File: src/rtl/wallace_ks_8bit_mac.sv
// wallace_ks_8bit_mac: unsigned 8x8 multiply-accumulate, acc <= acc + a*b + cin.
// The 64 partial products and the accumulator are compressed in a Wallace tree down to two
// rows, and a 16-bit Kogge-Stone prefix adder (cin at bit 0) finishes the sum.
// Optional feature macro: MAC_SATURATE_EN (saturate to 16'hFFFF instead of wrapping).
// Ports:
//   clk  - rising-edge clock
//   rst  - synchronous active-high reset
//   a    - 8-bit unsigned multiplicand
//   b    - 8-bit unsigned multiplier
//   cin  - carry-in at LSB weight
//   out  - 16-bit registered accumulator
//   cout - registered carry (bit 16) of the most recent accumulation
module wallace_ks_8bit_mac (
    input  logic        clk,
    input  logic        rst,
    input  logic [7:0]  a,
    input  logic [7:0]  b,
    input  logic        cin,
    output logic [15:0] out,
    output logic        cout
);

    logic [15:0] r_acc;
    logic        r_cout;

    logic [15:0] w_row0;
    logic [15:0] w_row1;
    logic        w_top;     // tree bits that landed at weight 2^16
    logic [15:0] w_sum;
    logic        w_c16;
    logic        w_carry;

    // Column-wise Wallace compression. Each column holds up to 16 bits; columns taller than
    // two are reduced with full adders on groups of three and a half adder on a leftover pair.
    always_comb begin : p_tree
        logic [15:0] col  [18];
        logic [15:0] ncol [18];
        int          h    [18];
        int          nh   [18];
        int          n;
        int          base;
        logic        x0, x1, x2;

        for (int c = 0; c < 18; c++) begin
            col[c]  = '0;
            ncol[c] = '0;
            h[c]    = 0;
            nh[c]   = 0;
        end
        n    = 0;
        base = 0;
        x0   = 1'b0;
        x1   = 1'b0;
        x2   = 1'b0;

        for (int i = 0; i < 8; i++) begin
            for (int j = 0; j < 8; j++) begin
                col[i+j][h[i+j]] = a[i] & b[j];
                h[i+j]           = h[i+j] + 1;
            end
        end
        // Accumulator folded in as an extra carry-save operand.
        for (int c = 0; c < 16; c++) begin
            col[c][h[c]] = r_acc[c];
            h[c]         = h[c] + 1;
        end

        // Enough stages for the worst carry ripple across all columns.
        for (int s = 0; s < 16; s++) begin
            for (int c = 0; c < 18; c++) begin
                ncol[c] = '0;
                nh[c]   = 0;
            end
            for (int c = 0; c < 17; c++) begin
                n = h[c];
                if (n <= 2) begin
                    for (int k = 0; k < 2; k++) begin
                        if (k < n) begin
                            ncol[c][nh[c]] = col[c][k];
                            nh[c]          = nh[c] + 1;
                        end
                    end
                end else begin
                    for (int g = 0; g < 5; g++) begin
                        if (3 * g + 3 <= n) begin
                            x0 = col[c][3*g];
                            x1 = col[c][3*g+1];
                            x2 = col[c][3*g+2];
                            ncol[c][nh[c]]     = x0 ^ x1 ^ x2;
                            nh[c]              = nh[c] + 1;
                            ncol[c+1][nh[c+1]] = (x0 & x1) | (x0 & x2) | (x1 & x2);
                            nh[c+1]            = nh[c+1] + 1;
                        end
                    end
                    base = 3 * (n / 3);
                    if (n - base == 2) begin
                        x0 = col[c][base];
                        x1 = col[c][base+1];
                        ncol[c][nh[c]]     = x0 ^ x1;
                        nh[c]              = nh[c] + 1;
                        ncol[c+1][nh[c+1]] = x0 & x1;
                        nh[c+1]            = nh[c+1] + 1;
                    end else if (n - base == 1) begin
                        ncol[c][nh[c]] = col[c][base];
                        nh[c]          = nh[c] + 1;
                    end
                end
            end
            for (int c = 0; c < 18; c++) begin
                col[c] = ncol[c];
                h[c]   = nh[c];
            end
        end

        w_row0 = '0;
        w_row1 = '0;
        for (int c = 0; c < 16; c++) begin
            w_row0[c] = (h[c] > 0) ? col[c][0] : 1'b0;
            w_row1[c] = (h[c] > 1) ? col[c][1] : 1'b0;
        end
        // The exact sum fits in 17 bits, so at most one bit survives at weight 2^16.
        w_top = (h[16] > 0) ? (col[16][0] | col[16][1]) : 1'b0;
    end

    // Kogge-Stone: cin is absorbed into the bit-0 generate, then four prefix levels.
    always_comb begin : p_ks
        logic [15:0] p0;
        logic [15:0] g;
        logic [15:0] p;
        logic [15:0] ng;
        logic [15:0] np;
        int          d;

        p0    = w_row0 ^ w_row1;
        g     = w_row0 & w_row1;
        g[0]  = g[0] | (p0[0] & cin);
        p     = p0;
        ng    = '0;
        np    = '0;
        d     = 1;
        for (int l = 0; l < 4; l++) begin
            d  = 1 << l;
            ng = g;
            np = p;
            for (int i = 0; i < 16; i++) begin
                if (i >= d) begin
                    ng[i] = g[i] | (p[i] & g[i-d]);
                    np[i] = p[i] & p[i-d];
                end
            end
            g = ng;
            p = np;
        end
        w_sum = p0 ^ {g[14:0], cin};
        w_c16 = g[15];
    end

    assign w_carry = w_c16 | w_top;

    always_ff @(posedge clk) begin
        if (rst) begin
            r_acc  <= 16'h0000;
            r_cout <= 1'b0;
        end else begin
`ifdef MAC_SATURATE_EN
            if (w_carry) begin
                r_acc  <= 16'hFFFF;
                r_cout <= 1'b1;
            end else begin
                r_acc  <= w_sum;
                r_cout <= 1'b0;
            end
`else
            r_acc  <= w_sum;
            r_cout <= w_carry;
`endif
        end
    end

    assign out  = r_acc;
    assign cout = r_cout;

endmodule

File: config.mk
export PLATFORM = sky130hd
export DESIGN_NAME = wallace_ks_8bit_mac
export DESIGN_NICKNAME = d
export VERILOG_FILES = /design/src/rtl/wallace_ks_8bit_mac.sv
export SDC_FILE = /design/constraint.sdc
export NUM_CORES = 1
export LEC_CHECK = 0
export BUFFER_PORTS_ARGS = -buffer_cell sky130_fd_sc_hd__buf_2
export CORE_MARGIN = 2
export CORE_UTILIZATION = 59
export CTS_CLUSTER_DIAMETER = 150
export CTS_CLUSTER_SIZE = 14
export DETAILED_ROUTE_END_ITERATION = 8
export HOLD_SLACK_MARGIN = 0.08
export PLACE_DENSITY = 0.78
export RECOVER_POWER = 50
export SETUP_SLACK_MARGIN = 0.3
export SYNTH_ARGS = -nofsm -noshare
export SYNTH_HDL_FRONTEND = slang
export SYNTH_SLANG_ARGS = --single-unit
File: constraint.sdc
create_clock -name clk -period 7.4 [get_ports clk]
set_clock_uncertainty 0.2 [all_clocks]
set_input_delay 1.48 -clock clk [delete_from_list [all_inputs] [get_ports clk]]
set_output_delay 1.48 -clock clk [all_outputs]
set_load 0.005 [all_outputs]
; Yosys cells after proc, flatten, opt, wreduce, memory -nomap -nowiden
; Cells that the tools add are included.
[word_totals]
output_inout_bits = 17
ff_bits = 17
[op_classes]
bitwise = 606
[op_table]
columns = operator, count
row1 = $and 1x1->1, 322
row2 = $or 1x1->1, 163
row3 = $xor 1x1->1, 118
row4 = $and 16x11->16, 1
row5 = $xor 16x11->16, 1
row6 = $xor 16x16->16, 1

; Longest topological paths before layout
[logic_depth]
depth_word = 39
ltp_mapped = 16
depth_no_buf = 16

; Least setup slack after synthesis
; Ideal clock, no wire load.
[synth_path]
path_kind = input -> register
startpoint = in a[5]
endpoint = reg r_acc[15] (netlist: out[15])
path_buffers = 0
stages = 15
arrival_time_ps = 6238
setup_slack_ps = 892
setup_time_ps = 70
cell_sequence = nand2_1 fa_1 fa_1 inv_1 fa_1 inv_1 fa_1 fa_1 fa_1 fa_1 fa_1 inv_1 fa_1 or4_1 a21oi_1
[synth_via]
elab_chain_cells = 31
elab_cells_between_ends = 279
[synth_rtl]
columns = item, line_no
row1 = start: declaration, 16  ; input logic [7:0] a,
row2 = $and 1x1->1, 58  ; col[i+j][h[i+j]] = a[i] & b[j];
row3 = $and 1x1->1, 91  ; ncol[c+1][nh[c+1]] = (x0 & x1) | (x0 & x2) | (x1 & x2);
row4 = $or 1x1->1 (2 in a row), 91
row5 = $and 1x1->1, 91
row6 = $or 1x1->1 (2 in a row), 91
row7 = $and 1x1->1, 91
row8 = $or 1x1->1 (2 in a row), 91
row9 = $and 1x1->1, 91
row10 = [... 9 more ...], --
row11 = $or 1x1->1 (2 in a row), 91
row12 = $xor 1x1->1 (2 in a row), 89  ; ncol[c][nh[c]] = x0 ^ x1 ^ x2;
row13 = $xor 16x11->16, 134  ; p0 = w_row0 ^ w_row1;
row14 = $and 1x1->1 (on tied branches), "147, 148"
row15 = "$or 1x1->1, or another cell as far along (2 in a row)", 147  ; ng[i] = g[i] | (p[i] & g[i-d]);
row16 = $or 1x1->1 or $and 1x1->1 (tied branches), 147
row17 = $or 1x1->1, 147
row18 = $xor 16x16->16 *, 154  ; w_sum = p0 ^ {g[14:0], cin};
row19 = end signal: assignment, 174  ; r_acc <= w_sum;
row20 = end: declaration, 23  ; logic [15:0] r_acc;
; Every way passes the cells marked *; elsewhere a longest branch is shown, timed or not.
; A chain may end at the register's enable or synchronous reset.

; Worst setup path in the final report
[layout_path]
startpoint = in b[5]
endpoint = reg r_acc[15] (netlist: out[15])
[layout_via]
elab_chain_cells = 31
elab_cells_between_ends = 280
[layout_rtl]
columns = item, line_no
row1 = start: declaration, 17  ; input logic [7:0] b,
row2 = $and 1x1->1, 58
row3 = $and 1x1->1, 91
row4 = $or 1x1->1 (2 in a row), 91
row5 = $and 1x1->1, 91
row6 = $or 1x1->1 (2 in a row), 91
row7 = $and 1x1->1, 91
row8 = $or 1x1->1 (2 in a row), 91
row9 = $and 1x1->1, 91
row10 = [... 9 more ...], --
row11 = $or 1x1->1 (2 in a row), 91
row12 = $xor 1x1->1 (2 in a row), 89
row13 = $xor 16x11->16, 134
row14 = $and 1x1->1 (on tied branches), "147, 148"
row15 = "$or 1x1->1, or another cell as far along (2 in a row)", 147
row16 = $or 1x1->1 or $and 1x1->1 (tied branches), 147
row17 = $or 1x1->1, 147
row18 = $xor 16x16->16 *, 154
; Marked as above.

==> results.toml <==
[logic_synthesis]
ys_seq_elements = 17
yosys-top-cells-area = "fa_1, dfxtp_1, inv_1"
yosysWarnings = 0
synth-xor-area-share_pct = 2.96
synthTopCellsByCount = "inv_1, fa_1, and2_1"
synthDistinctLibCells = 36
syn_area_per_cell_um2 = 9.22
syn_inst = 289
synthSimpleGateAreaFrac_pct = 18.5
yosysMostFrequentCell = "inv_1"
synth_top_flop_cell = "dfxtp_1"
syn-cell-area_um2 = 2670
synth_top_area_cell = "fa_1"
synth-compound-area-share_pct = 6.38
async_flop_share_pct = 0
synth_top_family_by_area = "adder cells"
synth_fa_ha_area_share_pct = 48.9
mappedNetlistNets = 378
muxShareOfSynthArea_pct = 0
synth_top_cell_area_share_pct = 42.8
synth_edf_count = 0
ys_seq_area_share_pct = 12.8

[layout]
fin_util_pct = 67.5
diodes = 0
layout.nets = 416
final_area_um2 = 2940
drive_gt1_share_pct = 12.9
multi_input_area_um2 = 2050
fill_cells = 368
seqCellArea_um2 = 340
area_growth_pct = 10.3
final_cells = 378

[timing]
setup-tns-final_ns = 0
worst_pin_slew_ns = 0.416
post-route-min-period_ns = 6.58
fin_hold_ws_ns = 0.439
finalSetupViolCount = 0
max_freq_ghz = 0.152
relSlewSlack_pct = 72.2
fin_crit_sh_pct = 88.9
timing_max_transition_violations_final = 0
rsz0062_at_grt = "no"
hold_violations = 0

[routing]
post_drt_wl_per_cell_um = 14.3
dr_total_vias = 2001
drtPass1Iterations = 4
drt_iter0_markers = 88
drt-total-wl_um = 5410
final_antenna_net_count = 0
viasPerCell = 5.29
drcViolationCount = 0

[outcome]
status = "complete, no violations"

[setup_path]
slowest_stage = "fa_1"
crit_buf_inv = 4
crit_family = "adder cells"
path_cells = "buf_2, nand2_1, fa_1, fa_1, inv_1, fa_1, inv_1, fa_1, fa_1, fa_1, fa_1, fa_1, inv_1, fa_1, or4_1, a21oi_1"
cp.arrival_ns = 6.56
cp_max_fo = 8
worstPathRequired_ns = 7.39
worst_setup_path_end_kind = "flip-flop"
start_kind = "primary input"
cp_slowest_stage_delay_ns = 0.54
path_class = "primary input to flip-flop"
cp_common_cell = "fa_1"

[pwr]
p_leak_nw = 1.48
ir_drop_mv = 0.326
power_density_nw_per_um2 = 429

[global_routing]
antenna_found_initial = 0
grt_pass1_vias = 2129
grt_pass1_wl_um = 9740
grt_max_degree = 18
grt_use_total_pct = 24.7
overflow = 0

[floorplanning]
row_count = 24
die_w_um = 71.2
die_y_um = 71.2
die_area_um2 = 5070
initial_core_util_pct = 61.2
core_um2 = 4350
pin_count = 36

[clock_network]
numCtsBuffers = 3
clk_pin_slew_ns = 0.07
numClockSinks = 17
cts_setup_buffers = 0
clk_latency_ns = 0.25
cts_resized = 0
cts_tree = "yes"
ctsHoldBuffers = 0
clockBufferDepth = 2
cts_max_level = 1
clock-root-buffer = "clkbuf_8"

[placed_design]
placed_area_um2 = 2900
routabilityCongestion = 0.860
numPortBuffers = 35
dpl.cell_count = 374
hpwl_um = 4620

[hold_path]
min_path_type = "flip-flop to flip-flop"

[run]
drv_cap = 0
[tightest hold or removal path, stage by stage (launching register included)]
cell	delay, ns
dfxtp_1	0.31
inv_1	0.08
fa_1	0.17
nor2_1	0.04
[through the flow]
| stage | setup slack, ns | power [mW] |
|---|---|---|
| CTS | 0.813 | 1.28 |
| detailed placement | 0.549 | 1.20 |
| global placement | 0.633 | 1.16 |
| global route | 0.657 | 1.44 |
| floorplan | 0.892 | 0.968 |
| finish | 0.825 | 1.26 |
[worst paths after layout]
kind | startpoint | endpoint | slack, ns | cells after the start
max reg2reg | out[10]$_SDFF_PP0_ | out[15]$_SDFF_PP0_ | 2.41 | 14
min | out[0]$_SDFF_PP0_ | out[0]$_SDFF_PP0_ | 0.44 | 3
max | b[5] | out[15]$_SDFF_PP0_ | 0.82 | 16
min reg2reg | out[0]$_SDFF_PP0_ | out[0]$_SDFF_PP0_ | 0.44 | 3
[registers in the layout, indices dropped and copies added, names as in the netlist]
| register | flops |
|---|---|
| cout | 1 |
| out | 16 |
[cell usage in the layout, fill, tap and decap left out, drive strengths merged, types with 2 or more instances in the layout]
master,Yosys,routed
a21boi,2,2
a21oi,5,5
a31o,2,2
and2,34,34
and3,2,2
buf,0,32
clkbuf,2,7
dfxtp,17,17
fa,57,57
ha,13,13
inv,72,72
nand2,32,32
nand3,2,2
nor2,13,13
nor3,5,5
nor3b,2,2
o21a,2,2
o21ai,3,3
xnor2,5,5
xor2,4,4
[power by group]
group          leakage (nW)  internal, mW  switching [mW]
combinational          1.31         0.456           0.576
sequential            0.141         0.134          0.0249
clock                0.0228        0.0383          0.0329
[cell type report]
type                            count  share of cell area (%)
Inverter                           72                    9.20
Tap cell                           52                    2.21
Sequential cell                    17                    11.6
Clock buffer                        4                    1.53
Timing Repair Buffer               35                    5.83
Multi-Input combinational cell    198                    69.6
[kinds of logic after synthesis]
family	Yosys count
and+or+nand+nor	96
DFF	17
AOI/OAI and AO/OA	23
buffers and inverters	74
xor gates and xnor gates	9
adders and majority gates	70
[per-layer routing]
layer	GRT usage (%)	routed length [µm]
met3	3.80	144
met2	44.0	3000
met5	0	0
met4	7.34	119
met1	31.1	2140
(Power assumes the default switching activity.)
